==> src/rtl/bcd_pkg.sv <==
// Shared definitions for the decimal arithmetic path (BCD adder/subtractor).
//   DIGIT_W       : width of one 8-4-2-1 BCD digit
//   BCD_MAX       : largest legal digit value
//   state_e       : serial subtractor FSM states
//   is_bcd_digit(): 1 when a 4-bit code is a legal BCD digit
package bcd_pkg;

    localparam int unsigned DIGIT_W = 4;
    localparam int unsigned BCD_MAX = 9;

    typedef enum logic [1:0] {
        IDLE = 2'd0,
        SUB  = 2'd1,
        NEG  = 2'd2,
        DONE = 2'd3
    } state_e;

    function automatic logic is_bcd_digit(input logic [DIGIT_W-1:0] d);
        return d <= DIGIT_W'(BCD_MAX);
    endfunction

endpackage

==> src/rtl/bcd_serial_subtractor_if.sv <==
// Request/result bundle of the serial BCD subtractor.
//   master: drives start, a, b; observes busy, done, diff, neg, invalid
//   slave : the subtractor side
interface bcd_serial_subtractor_if
    import bcd_pkg::*;
#(
    parameter int unsigned DIGITS = 4
);
    localparam int unsigned W = DIGITS * DIGIT_W;

    logic         start;
    logic [W-1:0] a;
    logic [W-1:0] b;
    logic         busy;
    logic         done;
    logic [W-1:0] diff;
    logic         neg;
    logic         invalid;

    modport master (
        output start, a, b,
        input  busy, done, diff, neg, invalid
    );

    modport slave (
        input  start, a, b,
        output busy, done, diff, neg, invalid
    );

endinterface

==> src/rtl/bcd_digit_sub.sv <==
// Combinational single-digit BCD subtract: {bout, d} = x - y - bin,
// with a negative raw difference corrected by +10 and a borrow out.
//   x_i, y_i : BCD digits (y_i <= 9)
//   bin_i    : borrow in
//   d_o      : BCD result digit
//   bout_o   : borrow out
module bcd_digit_sub
    import bcd_pkg::*;
(
    input  logic [DIGIT_W-1:0] x_i,
    input  logic [DIGIT_W-1:0] y_i,
    input  logic               bin_i,
    output logic [DIGIT_W-1:0] d_o,
    output logic               bout_o
);
    localparam int unsigned TW = DIGIT_W + 1;

    logic [TW-1:0] raw;

    // Range is -10..9, so the top bit of the 5-bit result is the sign.
    always_comb begin
        raw    = TW'(x_i) - TW'(y_i) - TW'(bin_i);
        bout_o = raw[TW-1];
        d_o    = raw[TW-1] ? DIGIT_W'(raw + TW'(BCD_MAX + 1)) : DIGIT_W'(raw);
    end

endmodule

==> src/rtl/bcd_serial_subtractor.sv <==
// Digit-serial BCD |a - b|, least-significant digit first, one digit per clock.
// A negative raw result is turned into its magnitude by a ten's-complement pass.
//   clk   : rising-edge clock
//   rst_n : synchronous active-low reset
//   bus   : slave side of bcd_serial_subtractor_if (start/a/b in,
//           busy/done/diff/neg/invalid out, all registered)
module bcd_serial_subtractor
    import bcd_pkg::*;
#(
    parameter int unsigned DIGITS = 4
)(
    input  logic                     clk,
    input  logic                     rst_n,
    bcd_serial_subtractor_if.slave   bus
);
    localparam int unsigned W     = DIGITS * DIGIT_W;
    localparam int unsigned IDX_W = $clog2(DIGITS) + 1;

    state_e              state_q, state_d;
    logic [W-1:0]        a_q, a_d;
    logic [W-1:0]        b_q, b_d;
    logic [W-1:0]        res_q, res_d;
    logic [IDX_W-1:0]    idx_q, idx_d;
    logic                brw_q, brw_d;
    logic                neg_q, neg_d;
    logic                inv_q, inv_d;
    logic                pend_q, pend_d;
    logic                busy_q, busy_d;
    logic                done_q, done_d;

    logic                ops_ok;
    logic                last;
    logic [DIGIT_W-1:0]  sub_x, sub_y, sub_d;
    logic                sub_bout;

    // Validity of the operands presented at the request.
    always_comb begin
        ops_ok = 1'b1;
        for (int unsigned i = 0; i < DIGITS; i++) begin
            if (!is_bcd_digit(bus.a[i*DIGIT_W +: DIGIT_W]) ||
                !is_bcd_digit(bus.b[i*DIGIT_W +: DIGIT_W]))
                ops_ok = 1'b0;
        end
    end

    // One digit slice shared by both passes: a_i - b_i in SUB, 0 - raw_i in NEG.
    assign sub_x = (state_q == NEG) ? '0 : a_q[DIGIT_W-1:0];
    assign sub_y = (state_q == NEG) ? res_q[DIGIT_W-1:0] : b_q[DIGIT_W-1:0];
    assign last  = (idx_q == IDX_W'(DIGITS - 1));

    bcd_digit_sub u_digit (
        .x_i    (sub_x),
        .y_i    (sub_y),
        .bin_i  (brw_q),
        .d_o    (sub_d),
        .bout_o (sub_bout)
    );

    always_ff @(posedge clk) begin
        if (!rst_n) begin
            state_q <= IDLE;
            a_q     <= '0;
            b_q     <= '0;
            res_q   <= '0;
            idx_q   <= '0;
            brw_q   <= 1'b0;
            neg_q   <= 1'b0;
            inv_q   <= 1'b0;
            pend_q  <= 1'b0;
            busy_q  <= 1'b0;
            done_q  <= 1'b0;
        end else begin
            state_q <= state_d;
            a_q     <= a_d;
            b_q     <= b_d;
            res_q   <= res_d;
            idx_q   <= idx_d;
            brw_q   <= brw_d;
            neg_q   <= neg_d;
            inv_q   <= inv_d;
            pend_q  <= pend_d;
            busy_q  <= busy_d;
            done_q  <= done_d;
        end
    end

    // Next state and datapath. The result register shifts right each step with
    // the new digit entering at the MSD, so after DIGITS steps it is aligned and
    // its LSD is the next raw digit the NEG pass consumes.
    always_comb begin
        state_d = state_q;
        a_d     = a_q;
        b_d     = b_q;
        res_d   = res_q;
        idx_d   = idx_q;
        brw_d   = brw_q;
        neg_d   = neg_q;
        inv_d   = inv_q;
        pend_d  = pend_q;

        case (state_q)
            IDLE: begin
                if (pend_q) begin
                    // Rejected request: one cycle after acceptance, report it.
                    pend_d  = 1'b0;
                    state_d = DONE;
                end else if (bus.start) begin
                    a_d    = bus.a;
                    b_d    = bus.b;
                    res_d  = '0;
                    idx_d  = '0;
                    brw_d  = 1'b0;
                    neg_d  = 1'b0;
                    inv_d  = !ops_ok;
                    if (ops_ok) state_d = SUB;
                    else        pend_d  = 1'b1;
                end
            end
            SUB: begin
                res_d = (res_q >> DIGIT_W) | (W'(sub_d) << (W - DIGIT_W));
                a_d   = a_q >> DIGIT_W;
                b_d   = b_q >> DIGIT_W;
                brw_d = sub_bout;
                idx_d = idx_q + IDX_W'(1);
                if (last) begin
                    idx_d = '0;
                    if (sub_bout) begin
                        state_d = NEG;
                        neg_d   = 1'b1;
                        brw_d   = 1'b0;
                    end else begin
                        state_d = DONE;
                    end
                end
            end
            NEG: begin
                res_d = (res_q >> DIGIT_W) | (W'(sub_d) << (W - DIGIT_W));
                brw_d = sub_bout;
                idx_d = idx_q + IDX_W'(1);
                if (last) begin
                    idx_d   = '0;
                    brw_d   = 1'b0;
                    state_d = DONE;
                end
            end
            DONE: begin
                state_d = IDLE;
            end
            default: begin
                state_d = IDLE;
            end
        endcase

        busy_d = (state_d == SUB) || (state_d == NEG);
        done_d = (state_d == DONE);
    end

    assign bus.busy    = busy_q;
    assign bus.done    = done_q;
    assign bus.diff    = res_q;
    assign bus.neg     = neg_q;
    assign bus.invalid = inv_q;

endmodule

==> src/flat_wrapper.sv <==
// flat-port wrapper written by rule: the top's interface ports become plain ports
module bcd_serial_subtractor_flat import bcd_pkg::*;
#(
    parameter int unsigned DIGITS = 4
)
  (clk, rst_n, bus_start, bus_a, bus_b, bus_busy, bus_done, bus_diff, bus_neg, bus_invalid);
  bcd_serial_subtractor_if #(.DIGITS(DIGITS)) bus_i ();
  input  logic clk;
  input  logic rst_n;
  input wire logic [$bits(bus_i.start)-1:0] bus_start;
  input wire logic [$bits(bus_i.a)-1:0] bus_a;
  input wire logic [$bits(bus_i.b)-1:0] bus_b;
  output wire logic [$bits(bus_i.busy)-1:0] bus_busy;
  output wire logic [$bits(bus_i.done)-1:0] bus_done;
  output wire logic [$bits(bus_i.diff)-1:0] bus_diff;
  output wire logic [$bits(bus_i.neg)-1:0] bus_neg;
  output wire logic [$bits(bus_i.invalid)-1:0] bus_invalid;
  assign bus_i.start = bus_start;
  assign bus_i.a = bus_a;
  assign bus_i.b = bus_b;
  assign bus_busy = bus_i.busy;
  assign bus_done = bus_i.done;
  assign bus_diff = bus_i.diff;
  assign bus_neg = bus_i.neg;
  assign bus_invalid = bus_i.invalid;
  bcd_serial_subtractor #(.DIGITS(DIGITS)) u_core (.clk(clk), .rst_n(rst_n), .bus(bus_i));
endmodule
==> config.mk <==
export PLATFORM = sky130hd
export DESIGN_NAME = bcd_serial_subtractor_flat
export DESIGN_NICKNAME = d
export VERILOG_FILES = /design/src/rtl/bcd_pkg.sv /design/src/rtl/bcd_serial_subtractor_if.sv /design/src/rtl/bcd_digit_sub.sv /design/src/rtl/bcd_serial_subtractor.sv /design/src/flat_wrapper.sv
export SDC_FILE = /design/constraint.sdc
export NUM_CORES = 1
export LEC_CHECK = 0
export ABC_AREA = 1
export CORE_MARGIN = 2
export CORE_UTILIZATION = 25
export DETAILED_ROUTE_END_ITERATION = 16
export PLACE_DENSITY_LB_ADDON = 0.2
export SYNTH_ARGS = -nofsm -noshare
export SYNTH_HDL_FRONTEND = slang
export SYNTH_SLANG_ARGS = --single-unit
export TNS_END_PERCENT = 30
==> constraint.sdc <==
create_clock -name clk -period 3.8 [get_ports clk]
set_input_delay 0.38 -clock clk [delete_from_list [all_inputs] [get_ports clk]]
set_output_delay 0.38 -clock clk [all_outputs]
set_load 0.01 [all_outputs]
Word level (Yosys, flattened, before mapping)
Index checks and enable logic that the tools add are counted.
Cells by class
  div/mod/pow operators: 0
  shift operators: 0
  add/sub/neg operators: 4
  bitwise gates (word level): 2
  $lt $le $gt $ge: 8
  multiplexer cells: 37
  reductions and logical operators: 22
  multiply operators: 0
  equality and inequality tests: 11
Operators with widths (count)
  16-bit 2-to-1 mux: 6
  16-bit case mux with 2 select lines: 3
  4-bit <= comparator (second input constant): 8
  12-bit by 16-bit bitwise OR with 16-bit output: 1
  1-bit 2-to-1 mux: 13
  4-bit 2-to-1 mux: 3
  2-bit 2-to-1 mux: 5
  1-bit logical NOT: 9
  3-bit 2-to-1 mux: 3
  3-bit AND reduction: 3
  2-bit equality test (second input constant): 4
  2-bit case mux with 4 select lines: 1
  2-bit inequality test (second input constant): 3
  3-bit case mux with 2 select lines: 1
  1-bit logical OR: 5
  5-bit AND reduction: 1
  4-bit by 4-bit subtractor with 5-bit output: 1
  5-bit by 1-bit subtractor with 5-bit output: 1
  4-bit adder (second input constant): 1
  2-bit by 1-bit equality test with 1-bit output (second input constant): 2
  1-bit case mux with 2 select lines: 2
  2-bit nonzero test: 2
  3-bit by 1-bit adder with 3-bit output (second input constant): 1
  3-bit by 2-bit equality test with 1-bit output (second input constant): 1
  other kinds (4): 4
Word-level totals
  memories: 0
  latch bits: 0
  output and inout bits: 20
  RAM bits: 0
  bits in read-only memories: 0
  logic and storage cells: 95
  register bits after elaboration: 59
  bits of input ports: 35

Depth between registers and ports, before layout
  depth in word-level cells: 13
  gate-level depth with buffers: 22

By module
A second synthesis with hierarchy kept.
Second synthesis, totals
  cells, all modules: 400
  area, all modules: 2909.0 um^2
Modules (own cells, without submodules)
  bcd_serial_subtractor: cells each 346, instances 1, seq. area each 1181.1 um^2, area an instance 2551.2 um^2
  bcd_digit_sub: cells each 54, instances 1, seq. area each 0.0 um^2, area an instance 357.8 um^2

Worst setup path after synthesis
OpenSTA, ideal clock, no wires.
  path kind: flip-flop to flip-flop
  start point: reg u_core.state_q[0]
  end point: reg u_core.busy_q (netlist: u_core.bus.busy)
  stages on the path, launching flop included: 23
  setup slack: 1.110 ns
  data arrival time: 2.580 ns
  setup time: 0.109 ns
  cells stage by stage: dfxtp_1 -> inv_1 -> ha_1 -> buf_2 -> inv_1 -> nand2_1 -> nand2_1 -> fa_1 -> inv_1 -> fa_1 -> inv_1 -> nand2_1 -> nand2_1 -> nand2_1 -> nand2_1 -> nand3_1 -> nand3_1 -> nand3_1 -> nand2_1 -> inv_1 -> ha_1 -> nand2_1 -> inv_1
Between the ends
  word-level cells in the longest chain between the ends: 9
RTL lines
  start: declaration: line bcd_serial_subtractor.sv:19  | state_e state_q, state_d;
  start signal: assignment: line bcd_serial_subtractor.sv:73  | state_q <= state_d;
  2-bit equality test: line bcd_serial_subtractor.sv:47, bcd_serial_subtractor.sv:48, bcd_serial_subtractor.sv:101
  4-bit 2-to-1 mux, on equally long branches: line bcd_serial_subtractor.sv:47, bcd_serial_subtractor.sv:48
  4-bit by 4-bit subtractor with 5-bit output: line bcd_digit_sub.sv:22  | raw = TW'(x_i) - TW'(y_i) - TW'(bin_i);
  5-bit by 1-bit subtractor with 5-bit output: line bcd_digit_sub.sv:22
  1-bit 2-to-1 mux: line bcd_serial_subtractor.sv:127  | if (sub_bout) begin
  2-bit 2-to-1 mux: line bcd_serial_subtractor.sv:125  | if (last) begin
  2-bit case mux with 4 select lines *: line bcd_serial_subtractor.sv:101  | case (state_q)
  2-bit by 1-bit equality test with 1-bit output / 2-bit equality test (equally long branches): line bcd_serial_subtractor.sv:154  | busy_d = (state_d == SUB) || (state_d == NEG);
  1-bit logical OR *: line bcd_serial_subtractor.sv:154
  net u_core.busy_d: line bcd_serial_subtractor.sv:28  | logic busy_q, busy_d;
  end signal: assignment: line bcd_serial_subtractor.sv:82  | busy_q <= busy_d;
  end: declaration: line bcd_serial_subtractor.sv:28
The timed path passes the listed nets; every way through them passes the cells marked *.
A chain may end at the register's enable or synchronous reset.

Worst setup path in the final report
Ends and elaborated chain as after synthesis.

==> summary by stage <==
Global route
The layer with the highest usage is met2. The met2 track utilization from global routing is 20.8%. After global routing the overflow that remains totals 0.

The number of antenna violations at the first check in global routing was 0. Entering global routing, the biggest net connects 50 pins. Global routing consumed, over all layers together, approximately an eighth of the routing resources. The wire length of the first global-routing pass is 11.9 mm. The via count of the first global-routing pass is 2,492.

Global routing used between 3 and 4% of the available met3 tracks. In the global route stage, met1 resource usage came out at 15.9%.

Synth
Yosys attributes the largest share of cell area to dfxtp_1, nand2_1, o21ai_0, a31oi_1, ha_1. Synthesis produced 381 cells. The post-synth design cell area is 2820 um^2. The register area share after synthesis is 41.9%.

After synthesis, the largest area contributor takes up approximately two fifths of total cell area. The synthesized net count is 428. The cell taking the most area after synthesis is dfxtp_1. The netlist uses 29 different library cells. After synthesis the netlist holds a flip-flop and latch count of 59. The count of yosys warnings during synthesis is 0. The per-instance average area after synthesis is 7.40 um^2.

Detailed routing
The average wire per standard cell is 12.4 um. The first-pass iteration count of the detailed router is 5. In this run the remaining antenna-violating nets after routing total 0.

The total wire length after detailed routing is 7.20 mm. After detailed routing, the number of remaining DRC violations is 0. The routed layout has 2,581 vias. In this run, the number of DRC markers left after iteration 0 of detailed routing was about 160. The per-cell via count in the routed design is 4.47.

Critical path
The critical path in this run is classified as reg -> reg. The largest fanout on the critical path is 8. Data arrives at the worst endpoint at 3120 ps. The signal on the critical path passes through inv_1 > ha_1 > inv_1 > nand2_1 > nand2_1 > fa_1 > inv_1 > fa_1 > inv_1 > nand2_1 > nand2_1 > nand3_1 > nand3_1 > nand3_1 > nand3_1 > nand2_1 > inv_1 > ha_1 > nand2_1 > inv_1. The slowest cell on the critical path is fa_1. The number of buffers and inverters on the critical path is 6. The setup check on the worst reg-to-reg path leaves a slack of 910 ps. The worst setup path is launched from a register. The worst setup path is captured at a register.

In this run the critical register-to-register path is launched from u_core.state_q[0]. The worst-case reg-to-reg path depth is 20. The critical path required time is 4020 ps. The largest delay contributor family on the critical path is adder cells.

The endpoint of the worst-slack reg-to-reg timing path is u_core.bus.busy. The longest individual stage delay on the worst path is just over 400 ps.

Floorplanning
During I/O placement, the number of pins put on the boundary was 55. The initial core utilization is 25.8%. The number of placement rows is 38.

The core area is about 11,000 um^2. The chip height is roughly 110 um. Measured along the x axis, the die boundary spans 110 um. The floorplan die area is roughly 12,000 um^2.

STA
Subtracting the final worst setup slack from the clock period gives 2890 ps. The number of failing hold endpoints at the final stage was 0. The maximum clock frequency is 346 MHz. Of the available clock period, the critical path in the final layout requires 76.1%.

The total negative slack for setup checks is 0 ps. The total count of max-transition violations in the final report came to 0. At the pin with the least slew margin, the transition time is 424 ps. Setup repair after global routing left no endpoint under its margin. Measured against its own limit, the worst slew margin works out to 71.8%.

The worst-case clock skew is 6.78 ps. The total of endpoints with negative setup slack in the final report is 0. The worst setup slack after layout is 907 ps.

Clock network
The post-cts hold buffer count is 0. In this run the number of H-tree levels came out at 3. Buffers added to address setup during post-CTS repair amount to 0. The number of buffers added by the clock tree synthesis step is 9. The clock passes through at most 2 buffers. The clock latency reported for the late side of the worst-skew pair is 320 ps. The clock tree from TritonCTS is done.

The count of instances resized after the clock tree is built is 0. The tree is rooted in a clkbuf_16. The clock drives 59 sinks. Clock-pin slew was measured on the worst setup and hold paths at ~50 ps.

Cells and area
The antenna diode instance count is 0. The number of nets in the layout is 480. The filler cell count in the final layout is around 1.2k.

For this run, the number of standard cells in the final layout without fillers is 578. The fraction of layout cells with a size suffix above 1 is 12.1%. The area growth from synthesis to layout is 34.0%.

Placed design
At the placement stage, the worst setup path has a slack of 880 ps. The final estimated routing congestion in global placement is 0.767. Port buffering added 54 buffers. The number of instances in the placed design is around 560. The estimated wirelength of the detail-placed design is between 5 and 6 mm.

Power
The power per unit of standard cell area is around 840 nW/um^2. Across the VDD grid, the largest voltage drop is about 420 uV. In this run the static leakage power is about 1.5 nW.

Hold path
For hold timing, the worst endpoint is u_core.idx_q[2]. In this run the worst hold path is classified as reg -> reg. The cell count of the worst hold path is 2. The startpoint identified for the worst hold timing path is u_core.idx_q[2].

Status
The run finished with clean final reports.

Flow run
The max-cap violation count is 0.
## worst max-delay path by stage
stage                      start         endpoint  slack, ps  depth (start not counted)
2_1_floorplan  u_core.state_q[0]  u_core.bus.busy       1110                         22
3_3_place_gp   u_core.state_q[0]  u_core.bus.busy        980                         20
3_5_place_dp   u_core.state_q[0]  u_core.bus.busy        880                         20
4_1_cts        u_core.state_q[0]  u_core.bus.busy        880                         20
5_1_grt        u_core.state_q[0]  u_core.bus.busy        520                         21
6_report       u_core.state_q[0]  u_core.bus.busy        910                         20
## worst min-delay path: stages, from the launching register on
cell     delay, ps
dfxtp_1        300
o21ai_0         60
nor2_1          40
## routing by layer
layer,routed length (um),vias to the layer above
met5,0,-
met4,141,0
met3,373,12
met2,3260,43
met1,3420,1172
li1,-,1354
## state kept, by name, indices dropped and copies added, names as in the netlist, 2 cells and up
name and flops:
u_core.idx_q 3, u_core.a_q 16, u_core.b_q 16, u_core.bus.diff 16, u_core.state_q 2
## cell usage in the layout (no fill, tap or decap), drive strengths merged, types with 5 or more instances in the layout
master and n:
nand2 143, a31oi 24, ha 10, inv 27
buf 5, nand3 14, a21oi 28, nor2 15
dfxtp 59, o21ai 35, clkdlybuf4s50 54, clkbuf 11
## through the flow
step / hold WS (ps) / util [%] / instance area [um^2] / power [mW]
global placement: 442 / 31.8 / 3470 / 2.37
detailed placement: 449 / 31.8 / 3470 / 2.37
finish: 451 / 34.5 / 3780 / 3.15
CTS: 455 / 34.5 / 3780 / 3.20
global route: 473 / 34.5 / 3780 / 3.49
floorplan: 428 / - / 2820 / 2.03
## power by group
part	switching, mW	total [mW]	internal [mW]
sequential	0.103	0.908	0.805
combinational	0.922	1.44	0.514
clock	0.284	0.810	0.527
## cells by family after synthesis
kind of cell	after synthesis	synth area share, %
muxes	1	0.355
DFF	59	41.9
buffers and inverters	45	7.15
adders and majority gates	12	5.86
AOI/OAI and AO/OA	90	18.9
and+or+nand+nor	174	25.8
## final cells by class
| cell class | count | area, um^2 | share of cell area [%] |
|---|---|---|---|
| multi-input combinational | 277 | 1440 | 38.0 |
| sequential | 59 | 1180 | 31.3 |
| timing repair buffer | 59 | 578 | 15.3 |
| clock buffer | 11 | 243 | 6.43 |
| tap | 140 | 175 | 4.64 |
| inverter | 27 | 103 | 2.72 |
| clock inverter | 5 | 61.3 | 1.62 |
## cells in the mapped netlist, drive strengths merged
library cell,instances
fa,2
a211oi,1
a21oi,28
mux2i,1
o21ai,35
inv,26
buf,11
dfxtp,59
nor2,15
a31oi,24
ha,10
or2,2
clkinv,1
clkbuf,7
nand3,14
o211ai,1
nand2,143
o21a,1
Note: power is estimated with default switching activity, not from simulation.
